$ cat config.mk
export PLATFORM = sky130hd
export DESIGN_NAME = jellyvl_stream_arbiter_rr_flat
export DESIGN_NICKNAME = d
export VERILOG_FILES = /design/src/rtl/jellyvl_stream_arbiter_rr_if.sv /design/src/rtl/jellyvl_stream_arbiter_rr.sv /design/src/flat_wrapper.sv
export SDC_FILE = /design/constraint.sdc
export NUM_CORES = 1
export LEC_CHECK = 0
export CORE_MARGIN = 5
export CORE_UTILIZATION = 36
export CTS_CLUSTER_DIAMETER = 200
export DETAILED_ROUTE_END_ITERATION = 7
export GPL_ROUTABILITY_DRIVEN = 0
export PLACE_DENSITY = 0.72
export SYNTH_ARGS = -nofsm -noshare
export SYNTH_HDL_FRONTEND = slang
export SYNTH_SLANG_ARGS = --single-unit
$ cat constraint.sdc
create_clock -name clk -period 1.9 [get_ports clk]
set_input_delay 0.19 -clock clk [delete_from_list [all_inputs] [get_ports clk]]
set_output_delay 0.19 -clock clk [all_outputs]
set_load 0.02 [all_outputs]
$ cat src/rtl/jellyvl_stream_arbiter_rr_if.sv
// Bundle of parallel valid/ready stream lanes. The arbiter uses an N-lane
// bundle for its upstream side and a single-lane bundle for its merged output.
interface jellyvl_stream_arbiter_rr_if #(
    parameter int  LANES   = 1,
    parameter int  ID_BITS = 1,
    parameter type t_data  = logic [7:0]
);
    t_data              data [LANES];
    logic [LANES-1:0]   last;
    logic [LANES-1:0]   valid;
    logic [LANES-1:0]   ready;
    logic [ID_BITS-1:0] id;

    modport master (output data, output last, output valid, output id, input ready);
    modport slave  (input data, input last, input valid, output ready);
endinterface

$ cat src/rtl/jellyvl_stream_arbiter_rr.sv
// Packet-aware round-robin arbiter merging N upstream streams onto one
// registered downstream stream without interleaving packets.
module jellyvl_stream_arbiter_rr #(
    parameter int    N         = 4,
    parameter type   t_data    = logic [7:0],
    parameter bit    USE_LAST  = 1'b1,
    parameter t_data INIT_DATA = 'x
) (
    input  logic                       clk,
    input  logic                       rst,
    input  logic                       cke,
    jellyvl_stream_arbiter_rr_if.slave  s,
    jellyvl_stream_arbiter_rr_if.master m
);
    localparam int ID_BITS = (N > 1) ? $clog2(N) : 1;

    typedef logic [ID_BITS-1:0] id_t;
    typedef enum logic {IDLE, BUSY} state_t;

    state_t       state_q, state_d;
    id_t          ptr_q, ptr_d;
    id_t          grant_q, grant_d;
    t_data        m_data_q, m_data_d;
    logic         m_last_q, m_last_d;
    logic         m_valid_q, m_valid_d;
    id_t          m_id_q, m_id_d;

    id_t          sel;
    int           idx;
    logic         found;
    logic         ir;
    logic         accept;
    logic         pkt_end;
    logic         load;
    logic [N-1:0] ready;

    assign ir     = cke & ~rst & (~m_valid_q | m.ready[0]);
    assign load   = cke & (~m_valid_q | m.ready[0]);
    assign accept = found & ir;

    // While a packet is open only its owner may proceed; otherwise scan from ptr
    // downwards in priority so the lowest rotated offset with valid wins.
    always_comb begin
        sel   = ptr_q;
        found = 1'b0;
        idx   = 0;
        if (state_q == BUSY) begin
            sel   = grant_q;
            found = s.valid[grant_q];
        end else begin
            for (int k = N - 1; k >= 0; k--) begin
                idx = int'(ptr_q) + k;
                if (idx >= N) begin
                    idx = idx - N;
                end
                if (s.valid[idx]) begin
                    sel   = id_t'(idx);
                    found = 1'b1;
                end
            end
        end
    end

    always_comb begin
        ready = '0;
        if (found) begin
            ready[sel] = ir;
        end
    end

    assign s.ready = ready;
    assign pkt_end = ~USE_LAST | s.last[sel];

    always_comb begin
        state_d   = state_q;
        ptr_d     = ptr_q;
        grant_d   = grant_q;
        m_data_d  = m_data_q;
        m_last_d  = m_last_q;
        m_valid_d = m_valid_q;
        m_id_d    = m_id_q;

        if (accept) begin
            if (pkt_end) begin
                state_d = IDLE;
                ptr_d   = (int'(sel) == N - 1) ? '0 : sel + id_t'(1);
            end else begin
                state_d = BUSY;
                grant_d = sel;
            end
        end

        // An empty slot is written as a bubble so a stale beat is never replayed.
        if (load) begin
            m_valid_d = accept;
            if (accept) begin
                m_data_d = s.data[sel];
                m_last_d = s.last[sel];
                m_id_d   = sel;
            end
        end
    end

    always_ff @(posedge clk) begin
        if (rst) begin
            state_q   <= IDLE;
            ptr_q     <= '0;
            grant_q   <= '0;
            m_data_q  <= INIT_DATA;
            m_last_q  <= 1'b0;
            m_valid_q <= 1'b0;
            m_id_q    <= '0;
        end else if (cke) begin
            state_q   <= state_d;
            ptr_q     <= ptr_d;
            grant_q   <= grant_d;
            m_data_q  <= m_data_d;
            m_last_q  <= m_last_d;
            m_valid_q <= m_valid_d;
            m_id_q    <= m_id_d;
        end
    end

    assign m.data[0] = m_data_q;
    assign m.last    = m_last_q;
    assign m.valid   = m_valid_q;
    assign m.id      = m_id_q;

endmodule

$ cat src/flat_wrapper.sv
// flat-port wrapper written by rule: the top's interface ports become plain ports
module jellyvl_stream_arbiter_rr_flat 
#(
    parameter int    N         = 4,
    parameter type   t_data    = logic [7:0],
    parameter bit    USE_LAST  = 1'b1,
    parameter t_data INIT_DATA = 'x
)
  (clk, rst, cke, s_data, s_last, s_valid, s_ready, m_data, m_last, m_valid, m_id, m_ready);
  jellyvl_stream_arbiter_rr_if #(.LANES(4), .ID_BITS(2), .t_data(t_data)) s_i ();
  jellyvl_stream_arbiter_rr_if #(.LANES(1), .ID_BITS(2), .t_data(t_data)) m_i ();
  input  logic clk;
  input  logic rst;
  input  logic cke;
  input wire logic [$bits(s_i.data)-1:0] s_data;
  input wire logic [$bits(s_i.last)-1:0] s_last;
  input wire logic [$bits(s_i.valid)-1:0] s_valid;
  output wire logic [$bits(s_i.ready)-1:0] s_ready;
  output wire logic [$bits(m_i.data)-1:0] m_data;
  output wire logic [$bits(m_i.last)-1:0] m_last;
  output wire logic [$bits(m_i.valid)-1:0] m_valid;
  output wire logic [$bits(m_i.id)-1:0] m_id;
  input wire logic [$bits(m_i.ready)-1:0] m_ready;
  assign s_i.data = {>>{s_data}};
  assign s_i.last = s_last;
  assign s_i.valid = s_valid;
  assign s_ready = s_i.ready;
  assign m_data = {>>{m_i.data}};
  assign m_last = m_i.last;
  assign m_valid = m_i.valid;
  assign m_id = m_i.id;
  assign m_i.ready = m_ready;
  jellyvl_stream_arbiter_rr #(.N(N), .t_data(t_data), .USE_LAST(USE_LAST), .INIT_DATA(INIT_DATA)) u_core (.clk(clk), .rst(rst), .cke(cke), .s(s_i), .m(m_i));
endmodule
## Word-level counts from Yosys, hierarchy flattened

Cells that the tools add are included.

- Register bits: 17
- Logic and storage cells: 94

- $lt $le $gt $ge: 12
- Eq/ne operators: 1
- Bitwise logic cells: 10
- Muxes and demuxes: 46
- Reduce and logical (&&, ||, !) cells: 10
- $add $sub $neg: 8

Operator list:

| cell | number |
|---|---|
| 2-to-1 mux 32 bit | 8 |
| less-than comparator 32 x 4 -> 1 bit (second input constant) | 4 |
| greater-or-equal comparator 32 x 4 -> 1 bit (second input constant) | 3 |
| subtractor 32 x 4 -> 32 bit (second input constant) | 3 |
| 2-to-1 mux 8 bit | 6 |
| 2-to-1 mux 1 bit | 17 |
| binary-select mux 8 bit (select 2 bit) | 1 |
| binary-select mux 1 bit (select 2 bit) | 6 |
| 2-to-1 mux 2 bit | 6 |
| AND reduction 3 bit | 4 |
| adder 2 x 2 -> 3 bit (second input constant) | 2 |
| less-than comparator 2 x 3 -> 1 bit (second input constant) | 2 |
| nonzero test 2 bit | 3 |
| AND 1 bit | 4 |
| AND 4 bit | 1 |
| 2-to-1 mux 4 bit | 1 |
| AND reduction 2 bit | 2 |
| subtractor 2 x 3 -> 4 bit (second input constant) | 1 |
| adder 2 x 1 -> 3 bit (second input constant) | 1 |
| greater-or-equal comparator 2 x 3 -> 1 bit (second input constant) | 1 |
| greater-or-equal comparator 3 bit (second input constant) | 1 |
| NOT 1 bit | 3 |
| NOT 2 -> 3 bit | 1 |
| adder 2 x 1 -> 2 bit (second input constant) | 1 |
| other kinds (5) | 5 |

## Logic depth before layout (Yosys ltp)

Gate-level depths: netlist of the first run.

- Word-level depth: 20
- Depth in mapped cells: 9

## Least setup slack after synthesis of the first run

No wires, ideal clock.

- Path type: register -> output
- Start point: register u_core.state_q
- End point: output s_ready[2]
- Stages on the path, launching flop included: 9
- Data required time: 1.710 ns
- Setup slack: 0.014 ns
- Arrival: 1.696 ns
- Cells stage by stage: dfxtp_1 -> buf_4 -> mux2_4 -> o31ai_1 -> nand2_1 -> buf_4 -> buf_2 -> ha_1 -> and2_1

- Cells in the longest elaborated chain, start to end: 7
- Elaborated cells between the ends (all ways): 9
- Classes of those cells: order compare: 2; mux: 5; bitwise: 1; reduce/logical: 1

Ends and longest elaborated chain:

| element | RTL line | RTL |
|---|---|---|
| start, declared | jellyvl_stream_arbiter_rr.sv:20 | `state_t state_q, state_d;` |
| start signal, assigned | jellyvl_stream_arbiter_rr.sv:114 | `state_q <= state_d;` |
| 2-to-1 mux 2 bit * | jellyvl_stream_arbiter_rr.sv:47 | `if (state_q == BUSY) begin` |
| named net u_core.sel[1] | jellyvl_stream_arbiter_rr.sv:28 | `id_t sel;` |
| less-than comparator 2 x 3 -> 1 bit (not written as such) or greater-or-equal comparator 2 x 1 -> 1 bit (tied branches) | jellyvl_stream_arbiter_rr.sv:67 | `ready[sel] = ir;` |
| logical AND 1 bit (not written as such) | jellyvl_stream_arbiter_rr.sv:67 |  |
| 2-to-1 mux 1 bit (not written as such) | jellyvl_stream_arbiter_rr.sv:67 |  |
| demux 1 bit (select 2 bit) * | - |  |
| AND 4 bit (no source line) * | - |  |
| 2-to-1 mux 4 bit * | jellyvl_stream_arbiter_rr.sv:66 | `if (found) begin` |
| end, declared | flat_wrapper.sv:18 | `output wire logic [$bits(s_i.ready)-1:0] s_ready;` |

Mark *: on every way through the listed nets, which the timed path passes. The rest lies on a longest branch.

## Worst setup path after layout of the first run

- Start point: register u_core.ptr_q[1]
- End point: output s_ready[1]

- Cells in the longest elaborated chain, start to end: 18
- Elaborated cells between the ends (all ways): 48
- Classes of those cells: add/sub: 7; order compare: 6; mux: 33; bitwise: 1; reduce/logical: 1

Ends and longest elaborated chain:

| element | RTL line | RTL |
|---|---|---|
| start, declared | jellyvl_stream_arbiter_rr.sv:21 | `id_t ptr_q, ptr_d;` |
| start signal, assigned | jellyvl_stream_arbiter_rr.sv:115 | `ptr_q <= ptr_d;` |
| adder 2 x 2 -> 3 bit | jellyvl_stream_arbiter_rr.sv:52 | `idx = int'(ptr_q) + k;` |
| subtractor 32 x 4 -> 32 bit or greater-or-equal comparator 32 x 4 -> 1 bit (tied branches) | jellyvl_stream_arbiter_rr.sv:54, jellyvl_stream_arbiter_rr.sv:53 |  |
| 2-to-1 mux 32 bit | jellyvl_stream_arbiter_rr.sv:53 | `if (idx >= N) begin` |
| 2-to-1 mux 32 bit | jellyvl_stream_arbiter_rr.sv:47 |  |
| binary-select mux 1 bit (select 2 bit) | jellyvl_stream_arbiter_rr.sv:56 | `if (s.valid[idx]) begin` |
| 2-to-1 mux 1 bit (not written as such) (2 in a row) | jellyvl_stream_arbiter_rr.sv:56 |  |
| 2-to-1 mux 2 bit (3 in a row) | jellyvl_stream_arbiter_rr.sv:56 |  |
| 2-to-1 mux 2 bit * | jellyvl_stream_arbiter_rr.sv:56 |  |
| 2-to-1 mux 2 bit * | jellyvl_stream_arbiter_rr.sv:47 |  |
| named net u_core.sel[0] | jellyvl_stream_arbiter_rr.sv:28 |  |
| less-than comparator 2 x 3 -> 1 bit (not written as such) or greater-or-equal comparator 2 x 1 -> 1 bit (tied branches) | jellyvl_stream_arbiter_rr.sv:67 |  |
| logical AND 1 bit (not written as such) | jellyvl_stream_arbiter_rr.sv:67 |  |
| 2-to-1 mux 1 bit (not written as such) | jellyvl_stream_arbiter_rr.sv:67 |  |
| demux 1 bit (select 2 bit) * | - |  |
| AND 4 bit (no source line) * | - |  |
| 2-to-1 mux 4 bit * | jellyvl_stream_arbiter_rr.sv:66 |  |

Mark *: on every way through the listed nets, which the timed path passes. The rest lies on a longest branch. The select of a mux whose other input is x is not followed.

==> results of run 1 <==
-- worst max path at each step --
| stage | from | to | cells after the start |
|---|---|---|---|
| after floorplan | u_core.state_q$_SDFFE_PP0P_ | s_ready[2] | 8 |
| after global placement | s_valid[0] | s_ready[1] | 8 |
| after detailed placement | s_valid[0] | s_ready[2] | 8 |
| after CTS | u_core.ptr_q[1]$_SDFFE_PP0P_ | s_ready[2] | 7 |
| after global routing | u_core.ptr_q[1]$_SDFFE_PP0P_ | s_ready[2] | 7 |
| final | u_core.ptr_q[1]$_SDFFE_PP0P_ | s_ready[1] | 7 |
-- cell type report --
type	instances	area share
clock buffers	4	0.0115
inverters	5	0.0104
multi-input cells	108	0.389
flip-flops and latches	17	0.188
well taps	44	0.0240
repair buffers	93	0.378
-- per-stage QoR --
| step | utilization | TNS [ps] | total power (W) |
|---|---|---|---|
| after global placement | 0.642 | -8580 | 0.00102 |
| after CTS | 0.698 | -333 | 0.00130 |
| final | 0.738 | -585 | 0.00139 |
| after detailed placement | 0.642 | -9950 | 0.00103 |
| after global routing | 0.738 | -873 | 0.00144 |
| after floorplan | - | 0 | 0.000741 |
-- registers in the layout, indices dropped and copies added, names as in the netlist --
signal	cells
u_core.m.id	2
u_core.ptr_q	2
u_core.grant_q	2
u_core.m.data	8
u_core.state_q	1
u_core.m.valid	1
u_core.m.last	1
-- layer usage --
| layer | up-vias | global-route usage | routed length (µm) | part of all wire |
|---|---|---|---|---|
| met5 | - | 0 | 0 | 0 |
| met4 | 0 | 0.101 | 173 | 0.034 |
| met3 | 23 | 0.0366 | 397 | 0.078 |
| met2 | 86 | 0.361 | 2450 | 0.48 |
| met1 | 678 | 0.250 | 2060 | 0.41 |
| li1 | 672 | - | - | - |
-- critical path, delay by kind of cell (launching register included) --
kind | cells | cell delay, ps
buffers and inverters | 2 | 240
adder cells (fa/ha/maj) | 1 | 120
AO/OA/AOI/OAI | 2 | 560
AND/OR/NAND/NOR | 2 | 210
flip-flops | 1 | 420
-- power by group through the flow --
| stage | logic (W) | registers (W) | clock network (W) |
|---|---|---|---|
| floorplan | 0.000222 | 0.000519 | 0 |
| global placement | 0.000548 | 0.000468 | 0 |
| detailed placement | 0.000560 | 0.000471 | 0 |
| CTS | 0.000619 | 0.000467 | 0.000213 |
| global route | 0.000742 | 0.000473 | 0.000228 |
| finish | 0.000705 | 0.000469 | 0.000219 |
-- cell usage in the layout (no fill, tap or decap), types with 4 or more instances in the layout --
cell type,Yosys,layout
a31oi_1,10,9
and2_4,0,4
buf_4,3,28
buf_6,1,10
clkdlybuf4s50_1,0,51
dfxtp_1,9,5
edfxtp_1,8,8
mux2_2,8,8
nand2_1,25,24
nor2_1,13,10
o21ai_0,4,4
-- cell families (layout without fill, tap and decap cells) --
logic type / count (synthesis) / after routing
AOI/OAI and AO/OA: 33 / 33
adders and majority gates: 4 / 4
buffers and inverters: 12 / 102
DFF: 17 / 17
muxes: 12 / 12
and+or+nand+nor: 59 / 59
-- repair_timing --
action,CTS,global route
endpoints found under the setup margin,17,17
pin swaps,6,6
setup buffers,4,6
gates resized for setup,64,24
hold buffers,0,0
==> results.cfg, run 1 <==
[critical_path]
rr_startpoint = u_core.state_q$_SDFFE_PP0P_
crit_chain = nor2b_4 > a221oi_2 > a32o_2 > buf_6 > ha_4 > and2_4 > buf_6
path_common_cell = buf_6
critPathKind = reg2out
r2r_end = u_core.m.data[3]$_DFFE_PP_
startpoint_type = register
cp.arrival_ps = 1870
crit_path_max_incr_delay_ps = 420
r2r_cells = 8
endpoint_kind = output port
slowest_stage = dfxtp_4
regToRegSetupSlack_ps = 20
crit_fanout = 6
cp.required_ps = 1710

[synth]
synth_top_family_by_area = simple AND/OR/NAND/NOR gates
yosysSeqAreaShare = 0.353
yosys.area_share.xor_xnor = 0
synth-edff-count = 8
synth_top_cell_by_area = edfxtp_1
ys_ff_latch = 17
synth_top_area_share = 0.202
ys_warn_count = 0
synthMuxAreaShare = 0.127
dominantRegCellSynth = dfxtp_1
synth-simple-area-share = 0.232
synth_area_um2 = 1190
synthCells = 137
yosys.area_share.adder = 0.0421
async_flop_share = 0
syn-mean-instance-area_um2 = 8.69
yosys-top-cells-area = edfxtp_1 20%, dfxtp_1 15%, nand2_1 7.9%
syn_nets = 185
synth_commonest_cells = 25 x nand2_1, 13 x nor2_1, 10 x a31oi_1
synthDistinctLibCells = 39
post-synth-top-count-cell = nand2_1
synth_compound_gate_area_share = 0.189

[detailed_routing]
wl_per_cell_um = 18.7
vias = 1459
drt_iter0_drc = 112
drc = 0
final_antenna_net_count = 0
first_pass_iters = 4
via_per_inst = 5.38
postRouteWirelength_mm = 5.08

[global_routing]
grt_usage = 0.210
grt_overflow_total = 0
grt_max_degree = 15
grt_pass1_wl_mm = 7.16
grt_pass1_vias = 1488
antenna_found_initial = 0

[clock_network]
ctsHtreeMaxLevel = 1
clockRootBuffer = clkbuf_4
clk_path_buf_depth = 2
path_clk_slew_ps = 110
cts_sinks = 17
cts_made_buffers = 3
clk_latency_ps = 310
cts_tree = done

[finish]
drive_gt1_frac = 0.392
antennaDiodeCount = 0
finalInstanceArea_um2 = 2290
area_growth_pct = 92.4
register_area_um2 = 430
nNetsFinal = 276
layout.cells.non_filler = 271
multi_input_comb_area_um2 = 890
n_fill_cell = 234

[pwr]
power_frac_seq = 0.337
pwr-share-clk = 0.157
power.density_nw_per_um2 = 608
worst_ir_drop_vdd_mv = 0.508
power_switching_share = 0.354
switching_power_w = 0.000493
p_leak_nw = 0.908
internal_power_w = 0.000899
power_frac_comb = 0.506

[worst_hold_path]
hp-start = u_core.m.id[1]$_SDFFE_PP0P_
hold_path_depth = 2
holdCritPathClass = reg2reg
min_delay_worst_endpoint = u_core.m.id[1]$_SDFFE_PP0P_

[timing]
slew_violations = 0
setup_viol = 4
period_needed_ps = 2060
rsz0062_at_grt = yes
max_slew.worst_pin.slew_ps = 301
slew_headroom = 0.799
worst_hold_slack_ps = 481
setup_slack_ps = -155
hold_viol = 0
fin_skew_ps = 3.93
timing.fmax_mhz = 487
timing.final.crit_share = 1.08

[floorplan]
initial_core_util = 0.383
dieArea_um2 = 4550
die_w_um = 67.5
die_h_um = 67.5
core_area_um2 = 3100
row_count = 20
io_pins = 60

[run_status]
violations = setup timing
status = finished with violations

[placement]
dp_slack_ps = -747
hpwlAfterDp_mm = 3.22
port_buffers = 59
place_area_um2 = 1990
dpl.cell_count = 260

[flow_run]
cap_violations = 0
Power figures use the tool's default switching activity.
==> inputs of run 2 (changes only) <==
- clock period: 1.9 -> 1.8 ns (I/O delays scaled with it)
==> run 2 against run 1 <==
  * The run still ends with setup timing left
  * Sequential share of layout area shrank 0.051 points
  * Power grew 3.0%
  * Wire length shrank 14%
  * Highest routed layer unchanged
==> results.cfg, run 2 (synthesis results as in run 1) <==
[run_status]
status = finished with violations
violations = setup timing

[floorplan]
io_pins = 60
row_count = 20
die_w_um = 67.5
core_area_um2 = 3100
die_h_um = 67.5
dieArea_um2 = 4550
initial_core_util = 0.383

[pwr]
p_leak_nw = 0.912
power.density_nw_per_um2 = 630
report.power.total_w = 0.00143
worst_ir_drop_vdd_mv = 0.432

[detailed_routing]
final_antenna_net_count = 0
wl_per_cell_um = 16.2
first_pass_iters = 4
drc = 0
vias = 1402
via_per_inst = 5.19
drt_iter0_drc = 62
postRouteWirelength_mm = 4.38

[critical_path]
crit_cells = 8
crit_family = buffers and inverters
cp.required_ps = 1620
critPathLaunch = u_core.ptr_q[1]$_SDFFE_PP0P_
r2r_cells = 8
crit_path_max_incr_delay_ps = 360
r2r_end = u_core.m.data[2]$_DFFE_PP_
cp.arrival_ps = 1820
regToRegSetupSlack_ps = -70
cp_num_buf_inv = 3
slowest_stage = dfxtp_2
rr_startpoint = u_core.state_q$_SDFFE_PP0P_
crit_chain = buf_6 > mux2_4 > o31ai_4 > nand2_2 > buf_6 > ha_4 > and2_4 > buf_6
critPathKind = reg2out
endpoint_kind = output port
path_common_cell = buf_6
startpoint_type = register
cp-endpoint = s_ready[2]
crit_fanout = 4

[clock_network]
clockRootBuffer = clkbuf_4
ctsHtreeMaxLevel = 1
clk_latency_ps = 310
cts_sinks = 17
cts_made_buffers = 3
cts_tree = done
clk_path_buf_depth = 2
path_clk_slew_ps = 110

[timing]
fin_skew_ps = 2.22
rsz0062_at_grt = yes
timing.fmax_mhz = 500
slew_violations = 0
period_needed_ps = 2000
timing.final.crit_share = 1.11
slew_headroom = 0.768
hold_viol = 0
setup_slack_ps = -199
finalSetupTns_ps = -1220
setup_viol = 14
max_slew.worst_pin.slew_ps = 346
worst_hold_slack_ps = 484

[finish]
area_growth_pct = 91.3
final_common_cell = clkdlybuf4s50_1
register_area_um2 = 427
antennaDiodeCount = 0
nNetsFinal = 275
drive_gt1_frac = 0.363
finalInstanceArea_um2 = 2280
n_fill_cell = 248
multi_input_comb_area_um2 = 850
largest_reg_flops = 8
layout_common_cells = 51 x clkdlybuf4s50_1, 25 x buf_4, 23 x nand2_1

[global_routing]
grt_overflow_total = 0
grt_pass1_vias = 1447
grt_max_degree = 15
grt_usage = 0.193
antenna_found_initial = 0
grt_pass1_wl_mm = 6.53

[placement]
place_area_um2 = 2000
hpwlAfterDp_mm = 3.21
port_buffers = 59

[worst_hold_path]
holdCritPathClass = reg2reg
hp-start = u_core.m.id[1]$_SDFFE_PP0P_

[flow_run]
cap_violations = 0
==> run 2: changes by cell type in the layout (fill, tap and decap cells not counted), moves of 2 or more <==
cell / change
nor2b_2: +2
nand2_2: +2
nor2b_4: -2
buf_4: -3
o21ai_1: +2
o21ai_2: -2
inv_4: -2
nand3_2: -2
==> run 2: worst min-delay path by stage <==
stage	to	depth (start not counted)
finish	u_core.m.id[1]$_SDFFE_PP0P_	2
global route	u_core.ptr_q[0]$_SDFFE_PP0P_	3
CTS	u_core.m.id[1]$_SDFFE_PP0P_	2
detailed placement	u_core.m.id[1]$_SDFFE_PP0P_	2
global placement	u_core.m.id[1]$_SDFFE_PP0P_	2
floorplan	u_core.ptr_q[0]$_SDFFE_PP0P_	1
==> run 2: final cells by class <==
cell class / instances / area share
Timing Repair Buffer: 92 / 0.395
Multi-Input combinational cell: 108 / 0.373
Sequential cell: 17 / 0.187
Tap cell: 44 / 0.0242
Clock buffer: 4 / 0.0115
Inverter: 5 / 0.00880
==> run 2: worst min-delay path, stage by stage, from the launching register on <==
cell,delay [ps]
dfxtp_1,330
nand2_1,50
o21ai_0,70
==> run 2: per-stage QoR <==
| step | util | setup slack, ps | std cells |
|---|---|---|---|
| 6_report | 0.733 | -199 | 270 |
| 5_1_grt | 0.733 | -288 | 270 |
| 4_1_cts | 0.720 | -164 | 270 |
| 3_5_place_dp | 0.643 | -788 | 259 |
| 3_3_place_gp | 0.643 | -736 | 259 |
| 2_1_floorplan | - | 17.4 | 137 |
==> run 2: repair_timing <==
item	4_1_cts	5_1_grt
pin swaps	7	2
cloned	1	0
hold buffers	0	0
setup endpoints to repair	27	19
gates resized for setup	63	9
setup buffers	7	1
==> run 2: power breakdown <==
part	internal, W	switching (W)	total (W)
Clock	0.0000867	0.000138	0.000225
Combinational	0.000402	0.000318	0.000720
Sequential	0.000467	0.0000236	0.000490
==> run 2: metal layers <==
metal  GRT usage  up-vias  part of all wire
met5           0        -                 0
met4      0.0886        0             0.023
met3      0.0366       13             0.061
met2       0.343       54              0.52
met1       0.220      663              0.39
li1            -      672                 -
==> inputs of run 3 (changes only) <==
--- a/config.mk
+++ b/config.mk
@@ -11,4 +11,5 @@
 export DETAILED_ROUTE_END_ITERATION = 7
 export GPL_ROUTABILITY_DRIVEN = 0
+export HOLD_SLACK_MARGIN = 0.15
 export PLACE_DENSITY = 0.72
 export SYNTH_ARGS = -nofsm -noshare
==> constraint.sdc (replaced) <==
create_clock -name clk -period 1.8 [get_ports clk]
set_input_delay 0.36 -clock clk [delete_from_list [all_inputs] [get_ports clk]]
set_output_delay 0.36 -clock clk [all_outputs]
set_load 0.02 [all_outputs]
==> run 3 against run 2 <==
  * The run still ends with setup timing left
  * Sequential power about the same
  * Clock-buffer cell count unchanged
  * Flip-flop and latch count unchanged
  * Sequential share of layout area is 1.1 points lower
  * Clock skew grew 1.3 ps
  * Via count rose by 0.29%
  * Cell area grew 6.9%
  * Fmax fell by 9.3%
  * Largest cell class is now multi-input combinational cells
  * Largest power group unchanged
==> results.cfg, run 3 (synthesis results as in run 1) <==
[clock_network]
cts_sinks = 17
clockRootBuffer = clkbuf_4
clk_latency_ps = 290
ctsHtreeMaxLevel = 1
cts_tree = done
clk_path_buf_depth = 2
path_clk_slew_ps = 100
cts_made_buffers = 3
postCtsHoldBufs = 0

[timing]
hold_viol = 0
setup_slack_ps = -403
timing.fmax_mhz = 454
rsz0062_at_grt = yes
slew_violations = 0
max_slew.worst_pin.slew_ps = 352
finalSetupTns_ps = -4200
timing.final.crit_share = 1.22
fin_skew_ps = 3.53
slew_headroom = 0.764
period_needed_ps = 2200
setup_viol = 19

[floorplan]
die_w_um = 67.5
row_count = 20
die_h_um = 67.5
initial_core_util = 0.383
dieArea_um2 = 4550
core_area_um2 = 3100
io_pins = 60

[finish]
final_common_cell = clkdlybuf4s50_1
finish.utilization = 0.784
nNetsFinal = 276
drive_gt1_frac = 0.441
antennaDiodeCount = 0
area_growth_pct = 105
largest_reg_flops = 8
finalInstanceArea_um2 = 2430
layout_common_cells = 51 x clkdlybuf4s50_1, 23 x nand2_1, 23 x buf_4

[critical_path]
rr_startpoint = u_core.ptr_q[1]$_SDFFE_PP0P_
critPathKind = reg2out
r2r_cells = 11
crit_path_max_incr_delay_ps = 400
startpoint_type = register
regToRegSetupSlack_ps = -250
r2r_end = u_core.ptr_q[1]$_SDFFE_PP0P_
cp.required_ps = 1440
endpoint_kind = output port
crit_fanout = 5
critPathLaunch = u_core.ptr_q[1]$_SDFFE_PP0P_
crit_chain = nor2b_4 > buf_6 > a221oi_2 > a32o_2 > inv_4 > ha_4 > and2_4 > buf_6
path_common_cell = buf_6
cp.arrival_ps = 1840
cp-endpoint = s_ready[2]
slowest_stage = dfxtp_4

[pwr]
internal_power_w = 0.00101
power_switching_share = 0.343
power_frac_seq = 0.321
report.power.total_w = 0.00154
power_frac_comb = 0.545
switching_power_w = 0.000528
pwr-share-clk = 0.135
p_leak_nw = 0.942
power.density_nw_per_um2 = 631
worst_ir_drop_vdd_mv = 0.371

[detailed_routing]
wl_met1_mm = 1.81
routed-wl-met3_um = 255
top_layer = met4
via_per_inst = 5.19
final_antenna_net_count = 0
first_pass_iters = 6
wl_per_cell_um = 17.8
vias = 1406
drt_iter0_drc = 68
wl_met2_mm = 2.61
postRouteWirelength_mm = 4.82
drc = 0

[flow_run]
cap_violations = 0

[global_routing]
grt_pass1_vias = 1453
grt_usage = 0.208
grt_overflow_total = 0
grt_pass1_wl_mm = 7.08
grt_max_degree = 15
antenna_found_initial = 0

[run_status]
violations = setup timing
status = finished with violations

[worst_hold_path]
holdCritPathClass = reg2reg
hold_path_depth = 2

[placement]
dp_slack_ps = -1100
place_area_um2 = 2020
hpwlAfterDp_mm = 3.20
port_buffers = 59
==> run 3: changes by cell type in the layout (fill, tap and decap cells not counted), sizes merged <==
cell	previous run	this run
buf	36	39
dlygate4sd2	4	1
clkdlybuf4s15	0	2
bufbuf	1	0
==> run 3: layer usage <==
metal  track usage  vias up
met2         0.382       60
met5             0        -
met4        0.0886        0
met3        0.0233       12
met1         0.239      655
li1              -      679
==> run 3: timing repair <==
action / 4_1_cts / 5_1_grt
setup endpoints to repair: 29 / 27
buffers inserted: 12 / 0
gates resized for setup: 83 / 13
cloned: 1 / 0
pin swaps: 20 / 3
==> run 3: worst max-delay path: cells and delay by family (launching register included) <==
| family | cells | cell delay (ps) |
|---|---|---|
| AOI/OAI and AO/OA | 2 | 510 |
| adders and majority gates | 1 | 150 |
| DFF | 1 | 400 |
| and+or+nand+nor | 2 | 190 |
| buffers and inverters | 3 | 300 |
==> run 3: power groups by stage <==
stage / registers, W / clock network [W] / logic, W
2_1_floorplan: 0.000550 / 0 / 0.000267
3_3_place_gp: 0.000500 / 0 / 0.000582
3_5_place_dp: 0.000502 / 0 / 0.000594
4_1_cts: 0.000492 / 0.000209 / 0.000787
5_1_grt: 0.000499 / 0.000229 / 0.000885
6_report: 0.000493 / 0.000207 / 0.000836
==> run 3: area by class of cell <==
type,count,area (µm²)
repair buffers,93,928
well taps,44,55.1
clock buffers,4,26.3
fillers,218,669
flip-flops and latches,17,429
inverters,5,22.5
multi-input cells,108,972
==> run 3: metrics by stage <==
step / instances / hold slack, ps
6_report: 271 / 475
5_1_grt: 271 / 522
4_1_cts: 271 / 488
3_5_place_dp: 256 / 473
3_3_place_gp: 256 / 458
2_1_floorplan: 137 / 429
==> run 3: how the worst min path moves through the flow <==
stage / startpoint / endpoint
2_1_floorplan: rst / u_core.ptr_q[0]$_SDFFE_PP0P_
3_3_place_gp: u_core.m.id[1]$_SDFFE_PP0P_ / u_core.m.id[1]$_SDFFE_PP0P_
3_5_place_dp: u_core.m.id[1]$_SDFFE_PP0P_ / u_core.m.id[1]$_SDFFE_PP0P_
4_1_cts: u_core.m.id[1]$_SDFFE_PP0P_ / u_core.m.id[1]$_SDFFE_PP0P_
5_1_grt: u_core.m.id[1]$_SDFFE_PP0P_ / u_core.m.id[1]$_SDFFE_PP0P_
6_report: u_core.m.id[1]$_SDFFE_PP0P_ / u_core.m.id[1]$_SDFFE_PP0P_
